## src/rtl/hdmi_island_pkg.sv

```systemverilog
// Shared constants and encodings for the HDMI data-island scheduler and its packet arbiter.
package hdmi_island_pkg;

    localparam int PREAMBLE_LEN = 8;
    localparam int GUARD_LEN    = 2;
    localparam int PACKET_LEN   = 32;

    typedef enum logic [1:0] {
        PKT_NULL  = 2'd0,
        PKT_ACR   = 2'd1,
        PKT_AUDIO = 2'd2,
        PKT_INFO  = 2'd3
    } pktType_t;

    localparam logic [1:0] IF_AVI   = 2'd0;
    localparam logic [1:0] IF_SPD   = 2'd1;
    localparam logic [1:0] IF_AUDIO = 2'd2;

    typedef enum logic [2:0] {
        S_IDLE,
        S_LEAD,
        S_PREAMBLE,
        S_GUARD_LEAD,
        S_PACKET,
        S_GUARD_TRAIL,
        S_WAIT
    } islandState_t;

endpackage

```

## src/rtl/hdmi_packet_arbiter.sv

```systemverilog
// Fixed-priority packet-slot select (ACR > audio > infoframe) and the per-frame infoframe pending mask.
module hdmi_packet_arbiter
    import hdmi_island_pkg::*;
(
    input  logic       clk,
    input  logic       reset,
    input  logic       frameStart,
    input  logic       acrRequest,
    input  logic       sampleFifoEmpty,
    input  logic       clearValid,
    input  logic [1:0] clearIndex,
    output logic       anyPending,
    output pktType_t   selType,
    output logic [1:0] selIndex
);

    logic [2:0] pendMask;
    logic [2:0] maskNext;

    // A new frame re-arms every infoframe, even one granted in the same cycle.
    always_comb begin
        maskNext = pendMask;
        if (clearValid) maskNext[clearIndex] = 1'b0;
        if (frameStart) maskNext = 3'b111;
    end

    always_ff @(posedge clk) begin
        if (reset) pendMask <= 3'b000;
        else       pendMask <= maskNext;
    end

    always_comb begin
        selType  = PKT_NULL;
        selIndex = IF_AVI;
        if (acrRequest)            selType = PKT_ACR;
        else if (!sampleFifoEmpty) selType = PKT_AUDIO;
        else if (pendMask[0])      begin selType = PKT_INFO; selIndex = IF_AVI;   end
        else if (pendMask[1])      begin selType = PKT_INFO; selIndex = IF_SPD;   end
        else if (pendMask[2])      begin selType = PKT_INFO; selIndex = IF_AUDIO; end
    end

    assign anyPending = acrRequest | ~sampleFifoEmpty | (|pendMask);

endmodule

```

## src/rtl/hdmi_island_scheduler.sv

```systemverilog
// Per-line data-island scheduler: opens an island in blanking, packs 32-cycle packets, drives encoder controls.
module hdmi_island_scheduler
    import hdmi_island_pkg::*;
#(
    parameter int H_BLANK     = 370,
    parameter int LEAD        = 4,
    parameter int TAIL        = 12,
    parameter int MAX_PACKETS = 18
) (
    input  logic       pixelClock,
    input  logic       reset,
    input  logic       blankStart,
    input  logic       frameStart,
    input  logic       acrRequest,
    input  logic       sampleFifoEmpty,
    output logic       acrGrant,
    output logic       sampleFifoReadEnable,
    output logic       infoframeGrant,
    output logic [1:0] infoframeIndex,
    output logic       packetStart,
    output logic [1:0] packetType,
    output logic       islandPreamble,
    output logic       islandGuardBand,
    output logic       islandActive
);

    islandState_t state, stateNext;
    logic [8:0]   cycleCnt;
    logic [4:0]   pktCnt;
    logic [4:0]   phase;
    logic [9:0]   pktEnd;
    logic         budgetOk, boundary, admit, anyPending;
    pktType_t     selType;
    logic [1:0]   selIndex;

    hdmi_packet_arbiter uArb (
        .clk             (pixelClock),
        .reset           (reset),
        .frameStart      (frameStart),
        .acrRequest      (acrRequest),
        .sampleFifoEmpty (sampleFifoEmpty),
        .clearValid      (infoframeGrant),
        .clearIndex      (infoframeIndex),
        .anyPending      (anyPending),
        .selType         (selType),
        .selIndex        (selIndex)
    );

    // Cycle after trailing guard of packet pktCnt, plus the TAIL margin, must fit in blanking.
    assign pktEnd   = 10'(LEAD + PREAMBLE_LEN + GUARD_LEN + PACKET_LEN + GUARD_LEN + TAIL)
                    + {pktCnt, 5'd0};
    assign budgetOk = (pktEnd <= 10'(H_BLANK)) && (10'(pktCnt) < 10'(MAX_PACKETS));

    always_comb begin
        stateNext = state;
        boundary  = 1'b0;
        admit     = 1'b0;
        case (state)
            S_IDLE:        if (blankStart) stateNext = S_LEAD;
            S_LEAD:        if (cycleCnt == 9'(LEAD - 1))
                               stateNext = (anyPending && budgetOk) ? S_PREAMBLE : S_WAIT;
            S_PREAMBLE:    if (cycleCnt == 9'(LEAD + PREAMBLE_LEN - 1)) stateNext = S_GUARD_LEAD;
            S_GUARD_LEAD:  boundary = (cycleCnt == 9'(LEAD + PREAMBLE_LEN + GUARD_LEN - 1));
            S_PACKET:      boundary = (phase == 5'(PACKET_LEN - 1));
            S_GUARD_TRAIL: if (phase == 5'(GUARD_LEN - 1)) stateNext = S_WAIT;
            S_WAIT:        stateNext = S_IDLE;
            default:       stateNext = S_IDLE;
        endcase
        if (boundary) begin
            admit     = anyPending && budgetOk;
            stateNext = admit ? S_PACKET : S_GUARD_TRAIL;
        end
    end

    always_ff @(posedge pixelClock) begin
        if (reset) begin
            state    <= S_IDLE;
            cycleCnt <= '0;
            pktCnt   <= '0;
            phase    <= '0;
        end else begin
            state <= stateNext;
            if (stateNext == S_IDLE)  cycleCnt <= '0;
            else if (cycleCnt != '1)  cycleCnt <= cycleCnt + 9'd1;
            if (state == S_IDLE)      pktCnt <= '0;
            else if (admit)           pktCnt <= pktCnt + 5'd1;
            if (stateNext != state || admit) phase <= '0;
            else                             phase <= phase + 5'd1;
        end
    end

    // Outputs decode the next state so each flop is valid in the cycle that state occupies.
    always_ff @(posedge pixelClock) begin
        if (reset) begin
            acrGrant             <= 1'b0;
            sampleFifoReadEnable <= 1'b0;
            infoframeGrant       <= 1'b0;
            infoframeIndex       <= 2'd0;
            packetStart          <= 1'b0;
            packetType           <= 2'd0;
            islandPreamble       <= 1'b0;
            islandGuardBand      <= 1'b0;
            islandActive         <= 1'b0;
        end else begin
            acrGrant             <= admit && (selType == PKT_ACR);
            sampleFifoReadEnable <= admit && (selType == PKT_AUDIO);
            infoframeGrant       <= admit && (selType == PKT_INFO);
            infoframeIndex       <= (admit && selType == PKT_INFO) ? selIndex : 2'd0;
            packetStart          <= admit;
            if (admit)                        packetType <= selType;
            else if (stateNext != S_PACKET)   packetType <= PKT_NULL;
            islandPreamble       <= (stateNext == S_PREAMBLE);
            islandGuardBand      <= (stateNext == S_GUARD_LEAD) || (stateNext == S_GUARD_TRAIL);
            islandActive         <= (stateNext == S_PACKET);
        end
    end

endmodule

```

## config.mk

```make
export PLATFORM = sky130hd
export DESIGN_NAME = hdmi_island_scheduler
export DESIGN_NICKNAME = d
export VERILOG_FILES = /design/src/rtl/hdmi_island_pkg.sv /design/src/rtl/hdmi_packet_arbiter.sv /design/src/rtl/hdmi_island_scheduler.sv
export SDC_FILE = /design/constraint.sdc
export NUM_CORES = 1
export LEC_CHECK = 0
export CORE_MARGIN = 2
export CORE_UTILIZATION = 45
export CTS_BUF_LIST = sky130_fd_sc_hd__clkbuf_4 sky130_fd_sc_hd__clkbuf_8 sky130_fd_sc_hd__clkbuf_16
export DETAILED_ROUTE_END_ITERATION = 6
export PLACE_DENSITY_LB_ADDON = 0.05
export SKIP_LAST_GASP = 1
export SYNTH_ARGS = -nofsm -noshare
export SYNTH_HDL_FRONTEND = slang
export SYNTH_SLANG_ARGS = --single-unit
```

## constraint.sdc

```tcl
create_clock -name pixelClock -period 2.65 [get_ports pixelClock]
set_clock_uncertainty 0.05 [all_clocks]
set_input_delay 0.53 -clock pixelClock [delete_from_list [all_inputs] [get_ports pixelClock]]
set_output_delay 0.53 -clock pixelClock [all_outputs]
set_load 0.005 [all_outputs]
```

# Word-level counts from Yosys, hierarchy flattened
# Index checks and enable logic that the tools add are counted.
[word_totals]
output_inout_bits = 11
rom_bits = 0
ff_bits = 36
latch_bits = 0
memories = 0
mem_bits_rw = 0
inputBits = 6
[classes]
n_addsub = 4
reduce_logical = 19
muxes = 23
order_cmp = 4
n_shift = 0
bitwise_logic = 6
n_mul = 0
n_eq_ne = 20
div_mod_pow = 0
[ops]
columns = ["cell", "n"]
rows = [
  ["two-way mux 3 bit", 8],
  ["equality test 9 x 4 -> 1 bit (second input constant)", 2],
  ["two-way mux 2 bit", 8],
  ["one-hot mux 3 bit (5 select lines)", 1],
  ["equality test 3 x 2 -> 1 bit (second input constant)", 4],
  ["equality test 3 bit (second input constant)", 4],
  ["adder 5 x 1 -> 5 bit (second input constant)", 2],
  ["adder 6 x 10 -> 10 bit (first input constant)", 1],
  ["<= comparator 10 x 9 -> 1 bit (second input constant)", 1],
  ["adder 9 x 1 -> 9 bit (second input constant)", 1],
  ["equality test 9 x 2 -> 1 bit (second input constant)", 1],
  ["!= test 9 bit (second input constant)", 1],
  ["OR reduction 2 bit", 4],
  ["logical AND 1 bit", 6],
  ["logical NOT 3 bit", 2],
  ["OR reduction 6 bit", 1],
  ["equality test 5 x 1 -> 1 bit (second input constant)", 1],
  ["equality test 5 bit (second input constant)", 1],
  ["< comparator 5 bit (second input constant)", 1],
  ["OR reduction 5 bit", 1],
  ["equality test 2 bit (second input constant)", 2],
  ["two-way mux 1 bit", 4],
  ["nonzero test 2 bit", 2],
  ["bitwise AND 3 bit", 1],
  ["other kinds (13)", 16],
]

# Longest topological paths before layout
# Gate-level depths: netlist (run 1).
[depth]
ltp_word = 11
ltp_mapped = 10
depth_no_buf = 8

# Modules after synthesis
# From an unflattened synthesis (run 1), not the netlist that was laid out.
[hier_totals]
hier_cells = 204
area_unflattened_um2 = 1858.0
[modules_own_cells]
columns = ["mod", "cells_each", "area_each_um2", "n_inst", "seq_area_each_um2"]
rows = [
  ["hdmi_island_scheduler", 184, 1689.1, 1, 660.6],
  ["hdmi_packet_arbiter", 20, 168.9, 1, 60.1],
]

# Worst setup path after synthesis (run 1)
# No wires, ideal clock.
[synth_timing]
kind = "register to register"
from = "reg cycleCnt[4]"
to = "reg phase[2]"
t_arrival_ns = 2.244
synth_period_minus_slack_ns = 2.440
path_buffers = 0
setup_time_ns = 0.146
path_stages_with_launch = 6
setup_slack_ns = 0.210
cell_sequence = "dfxtp_1 or4_4 or4_4 mux2_4 o32ai_1 nor4_1"
[synth_via]
elab_chain_len = 7
word_cells_on_any_way = 12
cone_classes = "eq/ne (4); mux (6); reduce/logical (2)"
[synth_lines]
columns = ["element", "line", "rtl"]
rows = [
  ["start, declared", "hdmi_island_scheduler.sv:28", "logic [8:0] cycleCnt;"],
  ["start signal, assigned", "hdmi_island_scheduler.sv:84", "else if (cycleCnt != '1) cycleCnt <= cycleCnt + 9'd1;"],
  ["equality test 9 x 4 -> 1 bit / equality test 9 x 2 -> 1 bit (equally long branches)", "hdmi_island_scheduler.sv:62, hdmi_island_scheduler.sv:60", ""],
  ["two-way mux 3 bit, on equally long branches", "hdmi_island_scheduler.sv:62, hdmi_island_scheduler.sv:60", ""],
  ["one-hot mux 3 bit (5 select lines)", "hdmi_island_scheduler.sv:58", "case (state)"],
  ["two-way mux 3 bit", "hdmi_island_scheduler.sv:69", "if (boundary) begin"],
  ["!= test 3 bit", "hdmi_island_scheduler.sv:87", "if (stateNext != state || admit) phase <= '0;"],
  ["logical OR 1 bit (*)", "hdmi_island_scheduler.sv:87", ""],
  ["OR reduction 2 bit (no source line) (*)", "--", ""],
  ["end signal, assigned", "hdmi_island_scheduler.sv:88", "else phase <= phase + 5'd1;"],
  ["end, declared", "hdmi_island_scheduler.sv:30", "logic [4:0] phase;"],
]
# Every way passes the cells marked *; elsewhere a longest branch is shown, timed or not.
# A chain may end at the register's enable or synchronous reset.

# Final worst setup path (run 1)
[layout_timing]
from = "reg cycleCnt[0]"
to = "reg islandGuardBand"
[layout_via]
elab_chain_len = 6
word_cells_on_any_way = 11
cone_classes = "eq/ne (5); mux (5); reduce/logical (1)"
[layout_lines]
columns = ["element", "line", "rtl"]
rows = [
  ["equality test 9 x 4 -> 1 bit / equality test 9 x 2 -> 1 bit (equally long branches)", "hdmi_island_scheduler.sv:62, hdmi_island_scheduler.sv:60", ""],
  ["two-way mux 3 bit, on equally long branches", "hdmi_island_scheduler.sv:62, hdmi_island_scheduler.sv:60", ""],
  ["one-hot mux 3 bit (5 select lines)", "hdmi_island_scheduler.sv:58", ""],
  ["two-way mux 3 bit (*)", "hdmi_island_scheduler.sv:69", ""],
  ["equality test 3 x 2 -> 1 bit / equality test 3 bit (equally long branches)", "hdmi_island_scheduler.sv:113", "islandGuardBand <= (stateNext == S_GUARD_LEAD) || (stateNext == S_GUARD_TRAIL);"],
  ["logical OR 1 bit (*)", "hdmi_island_scheduler.sv:113", ""],
  ["end signal, assigned", "hdmi_island_scheduler.sv:113", ""],
  ["end, declared", "hdmi_island_scheduler.sv:23", "output logic islandGuardBand,"],
]
# Marked as above.

==> results of run 1 <==
[state kept, by name (all words and copies together), names as in the netlist, 2 cells and up]
register and flops:
pktCnt 5, cycleCnt 9, state 3, uArb.pendMask 3, phase 5, packetType 2, infoframeIndex 2
[per-layer routing]
metal	share of wire [%]	vias to the layer above	track usage, %
met5	0	-	0
met4	2.5	0	8.75
met2	48	39	32.2
met3	4.5	10	4.61
met1	45	794	24.1
li1	-	805	-
[cells in the mapped netlist (6+ instances only)]
library cell  instances
a21oi_1              10
nand3_1               9
ha_1                  7
inv_1                 9
nand2_1               6
nor2_1               17
dfxtp_1              36
nor4_1                6
a211oi_1             10
nor3_1                7
[worst min-delay path by stage]
| stage | startpoint | endpoint | slack, ps | cells after the start |
|---|---|---|---|---|
| after floorplan | pktCnt[4]$_SDFFE_PP0P_ | pktCnt[4]$_SDFFE_PP0P_ | 360 | 2 |
| after global placement | pktCnt[4]$_SDFFE_PP0P_ | pktCnt[4]$_SDFFE_PP0P_ | 370 | 2 |
| after detailed placement | pktCnt[4]$_SDFFE_PP0P_ | pktCnt[4]$_SDFFE_PP0P_ | 370 | 2 |
| after CTS | pktCnt[4]$_SDFFE_PP0P_ | pktCnt[4]$_SDFFE_PP0P_ | 380 | 2 |
| after global routing | pktCnt[4]$_SDFFE_PP0P_ | pktCnt[4]$_SDFFE_PP0P_ | 410 | 2 |
| final | pktCnt[4]$_SDFFE_PP0P_ | pktCnt[4]$_SDFFE_PP0P_ | 380 | 2 |
[kinds of logic after synthesis]
group                      Yosys count  synth area share, %
DFF                                 36                 38.8
adders and majority gates            7                 4.71
and+or+nand+nor                     81                 26.9
xor gates and xnor gates             9                 4.24
muxes                                2                 1.35
buffers and inverters               19                 5.93
AOI/OAI and AO/OA                   45                 18.1
[stage by stage]
stage	power [uW]	worst slack (ps)	hold WS, ps	instance area, sq um
final	1120	79.2	382	2230
after global routing	1170	-29.1	410	2230
after CTS	1120	50.9	383	2220
after detailed placement	710	68.1	372	2120
after global placement	703	140	370	2120
after floorplan	659	210	358	1860
[final cells by class]
type	instances	area, sq um	share of cell area, %
Multi-Input combinational cell	144	1040	46.5
Sequential cell	36	721	32.3
Timing Repair Buffer	32	280	12.5
Clock buffer	7	90.1	4.03
Tap cell	50	62.6	2.80
Inverter	9	33.8	1.51
Clock inverter	1	7.51	0.336
[cells in the final DEF (no fill, tap or decap), types with 2 or more instances in the layout]
cell type and instances:
nor2_1 16, nor4b_1 2, nand3_1 9, inv_1 9, clkdlybuf4s50_1 16, o2111a_1 2, nor3_2 2, dfxtp_1 36
or3b_2 3, a21oi_1 10, buf_4 16, a211oi_1 10, nand3b_1 3, nand2b_1 2, or3_1 3, nor3_1 5
xor2_1 5, clkbuf_8 6, a41o_1 2, o21ai_0 5, and3_1 5, nor4_1 6, a311oi_1 2, nand2_1 6
xnor2_1 4, a31oi_1 2, nor2b_1 2, o211ai_1 2, or4_4 3, nand4_1 3, ha_1 7
[worst min-delay path, cell delays in order, from the launching register on]
cell and delay (ps):
dfxtp_1 310, inv_1 50, nor2_1 30
[report_power, final]
| group | switching [uW] | internal, uW | leakage [uW] |
|---|---|---|---|
| clock | 197 | 221 | 0.0000479 |
| combinational | 63.9 | 60.6 | 0.000497 |
| sequential | 16.9 | 556 | 0.000292 |
| total | 278 | 838 | 0.000836 |
[what timing repair did]
action	4_1_cts	5_1_grt
buffers inserted	0	0
hold buffers	0	0
gates resized for setup	0	3
endpoints found under the setup margin	0	11
==> flow_summary.toml, run 1 <==
[status]
outcome = "complete, no violations"

[worst_setup_path]
reg2regPathDepth = 7
crit_path_max_fanout = 4
path_delay_family = "simple AND/OR/NAND/NOR gates"
rrSetupSlack_ps = 80
max_stage_delay_ps = 460
end_kind = "flop"
startpoint = "cycleCnt[0]$_SDFFE_PP0P_"
reg2reg_to = "islandGuardBand$_SDFF_PP0_"
start_kind = "flop"
crit_type = "flop to flop"
worstPathCellList = "ha_1 > or3b_2 > or4_4 > a311oi_1 > buf_4 > a211oi_1 > nor4b_1"
path_depth = 7
path_buf_inv = 1
r2r_start = "cycleCnt[0]$_SDFFE_PP0P_"
cp_slowest_cell = "or4_4"
worstPathArrival_ps = 2710
crit_required_ps = 2790
crit_end = "islandGuardBand$_SDFF_PP0_"

[final_layout]
stdcell_count = 279
syn_to_final_growth_pct = 20.3
fin_nets = 241
postLayoutCoreUtil_pct = 55.9
drive_above_1_share_pct = 17.5
n_antenna_cell = 0
nFillCells = 370

[clocking]
clock_latency_ps = 290
cts_made_buffers = 5
clock_sinks = 36
htreeDepth = 2
clockBufferDepth = 2
clkSlewWorstSetupHoldPaths_ps = 70
cts_tree = "done"
cts-root-buf = "clkbuf_8"

[pwr]
ir_drop_uv = 378
p_leak_uw = 0.000836
p_per_area_nw_per_um2 = 499

[detailed_routing]
post_drt_wl_per_cell_um = 14.8
drcViolationCount = 0
ant_nets = 0
dr.pass1.iters = 4
via_per_inst = 5.91
drtIter0Drc = 63
wl_um = 4130
via_count = 1648

[timing]
finalMaxSlewViolations = 0
final-hold-violation-count = 0
max_freq_mhz = 389
rsz0062_at_grt = "true"
slew_headroom_pct = 59.5
fin_crit_ps = 2570
setup-tns-final_ps = 0
timing.final.crit_share_pct = 97.0
worst_pin_slew_ps = 602
setup_viol = 0

[yosys]
synthTopCellsByArea = "dfxtp_1, ha_1, a211oi_1"
yosysTopAreaCell = "dfxtp_1"
yosysWarnings = 0
synth_top_area_share_pct = 38.8
synth-edff-count = 0
ys_seq_elements = 36
yosysSeqAreaShare_pct = 38.8
syn_nets = 212
syn_area_sq_um = 1860
synthFlopType = "dfxtp_1"
syn_area_per_cell_sq_um = 9.34
synth_cells = 199
synth_cell_type_count = 53
synthArstFlopShare_pct = 0

[floorplan]
coreArea_sq_um = 4000
dieWidth_um = 68.3
die_h_um = 68.3
row_count = 23
start_util_pct = 46.4
dieArea_sq_um = 4660
num_io_pins = 17

[run]
maxCapViolCount = 0

[place]
io_buffers = 16
hpwl_um = 3040
globalplace.congestion = 0.813
place_inst = 271

[grt]
grtUsageTotal_pct = 19.5
grt_pass1_vias = 1499
grt_pass1_wl_um = 6730
antenna_found_initial = 0
overflow = 0
grt_start_max_net_pins = 15

[worst_hold_path]
hp-class = "flop to flop"
No activity file was read; power rests on OpenSTA's default activity.
==> run 2, diff against run 1 <==
RECOVER_POWER = 25   (was not set)
==> flow_summary.toml, run 2 (same netlist as run 1, synthesis figures left out) <==
[place]
hpwl_um = 3040
globalplace.congestion = 0.813
place_ws_ps = 68.1
dpl-instance-area_sq_um = 2120
io_buffers = 16

[detailed_routing]
ant_nets = 0
wl_um = 4130
via_per_inst = 5.91
via_count = 1648
dr.pass1.iters = 4
drtIter0Drc = 63
drcViolationCount = 0
post_drt_wl_per_cell_um = 14.8

[timing]
setup_viol = 0
worst_pin_slew_ps = 602
setup_ws_ps = 79.2
fin_crit_ps = 2570
rsz0062_at_grt = "true"
max_freq_mhz = 389
final-hold-violation-count = 0
finalMaxSlewViolations = 0
slew_headroom_pct = 59.5
timing.final.crit_share_pct = 97.0
holdWs_ps = 382

[grt]
grt_pass1_vias = 1499
grt_start_max_net_pins = 15
grt_pass1_wl_um = 6730
overflow = 0
antenna_found_initial = 0
grtUsageTotal_pct = 19.5

[pwr]
internal_power_uw = 837
p_per_area_nw_per_um2 = 499
p_comb_share_pct = 11.1
p_leak_uw = 0.000862
swShare_pct = 24.9
p_switching_uw = 278
p_seq_share_pct = 51.4
ir_drop_uv = 378
p_clk_share_pct = 37.5

[worst_hold_path]
holdPathEnd = "pktCnt[4]$_SDFFE_PP0P_"
hp-class = "flop to flop"
holdPathStages = 2
min_from = "pktCnt[4]$_SDFFE_PP0P_"

[clocking]
htreeDepth = 2
cts_tree = "done"
cts-root-buf = "clkbuf_8"
hold_buffers = 0
cts_made_buffers = 5
clkSlewWorstSetupHoldPaths_ps = 70
clockBufferDepth = 2
post-cts-setup-buffer-count = 0
clock_latency_ps = 290
clock_sinks = 36

[worst_setup_path]
crit_path_max_fanout = 4
crit_type = "flop to flop"
rrSetupSlack_ps = 80
max_stage_delay_ps = 460
crit_required_ps = 2790
startpoint = "cycleCnt[0]$_SDFFE_PP0P_"
worstPathArrival_ps = 2710
cp_slowest_cell = "or4_4"
end_kind = "flop"
reg2reg_to = "islandGuardBand$_SDFF_PP0_"
worstPathCellList = "ha_1 > or3b_2 > or4_4 > a311oi_1 > buf_4 > a211oi_1 > nor4b_1"
start_kind = "flop"
reg2regPathDepth = 7
r2r_start = "cycleCnt[0]$_SDFFE_PP0P_"

[final_layout]
largest_reg_flops = 9
n_antenna_cell = 0
reg_top3 = "cycleCnt x9, phase x5, pktCnt x5"
syn_to_final_growth_pct = 20.1
stdcell_area_sq_um = 2230
mostFrequentLayoutCell = "dfxtp_1"
largest_register = "cycleCnt"
nFillCells = 370
layout_common_cells = "dfxtp_1, nor2_1, buf_4"
fin_nets = 241
drive_above_1_share_pct = 17.0

[floorplan]
dieWidth_um = 68.3
coreArea_sq_um = 4000
dieArea_sq_um = 4660
die_h_um = 68.3
row_count = 23
num_io_pins = 17
start_util_pct = 46.4

[status]
outcome = "complete, no violations"

[run]
maxCapViolCount = 0
run 2: critical path: cells and delay by family (launching register included):
family,cells,cell delay [ps]
and+or+nand+nor,3,1180
AOI/OAI and AO/OA,2,450
DFF,1,400
adders and majority gates,1,200
buffers and inverters,1,200
run 2: layer usage:
layer  share of wire, %  track usage [%]  wire length (um)
met1                 45             24.1              1870
met3                4.5             4.61               187
met2                 48             32.2              1960
met5                  0                0                 0
met4                2.5             8.75               103
run 2: power by group through the flow:
stage / logic, uW / registers, uW / clock network [uW]
2_1_floorplan: 81.1 / 578 / 0
5_1_grt: 138 / 575 / 455
6_report: 123 / 573 / 418
4_1_cts: 126 / 572 / 424
3_5_place_dp: 125 / 585 / 0
3_3_place_gp: 120 / 583 / 0
run 2: worst max-delay path by stage:
stage                                   endpoint  slack [ps]  depth (start not counted)
detailed placement     islandPreamble$_SDFF_PP0_          70                          5
floorplan                    phase[2]$_SDFF_PP0_         210                          5
finish                islandGuardBand$_SDFF_PP0_          80                          7
global placement             phase[2]$_SDFF_PP0_         140                          6
global route          islandGuardBand$_SDFF_PP0_         -30                          7
CTS                 infoframeIndex[0]$_SDFF_PP0_          50                          9
run 2: metrics by stage:
step	power [uW]	setup TNS (ps)	instances	util (%)
after global routing	1170	-74.0	279	55.8
final	1110	0	279	55.8
after global placement	703	0	271	53.1
after CTS	1120	0	279	55.6
after detailed placement	710	0	271	53.1
after floorplan	659	0	199	-
run 2: area by class of cell:
type                       count  area, sq um  share of cell area, %
timing repair buffer          32          277                   12.4
clock buffer                   7         90.1                   4.04
tap                           50         62.6                   2.80
multi-input combinational    144         1040                   46.6
sequential                    36          721                   32.3
clock inverter                 1         7.51                  0.337
inverter                       9         33.8                   1.51
run 2: timing repair:
item	4_1_cts	5_1_grt
resized for setup	0	3
setup endpoints to repair	0	11
endpoints found under the hold margin	0	0
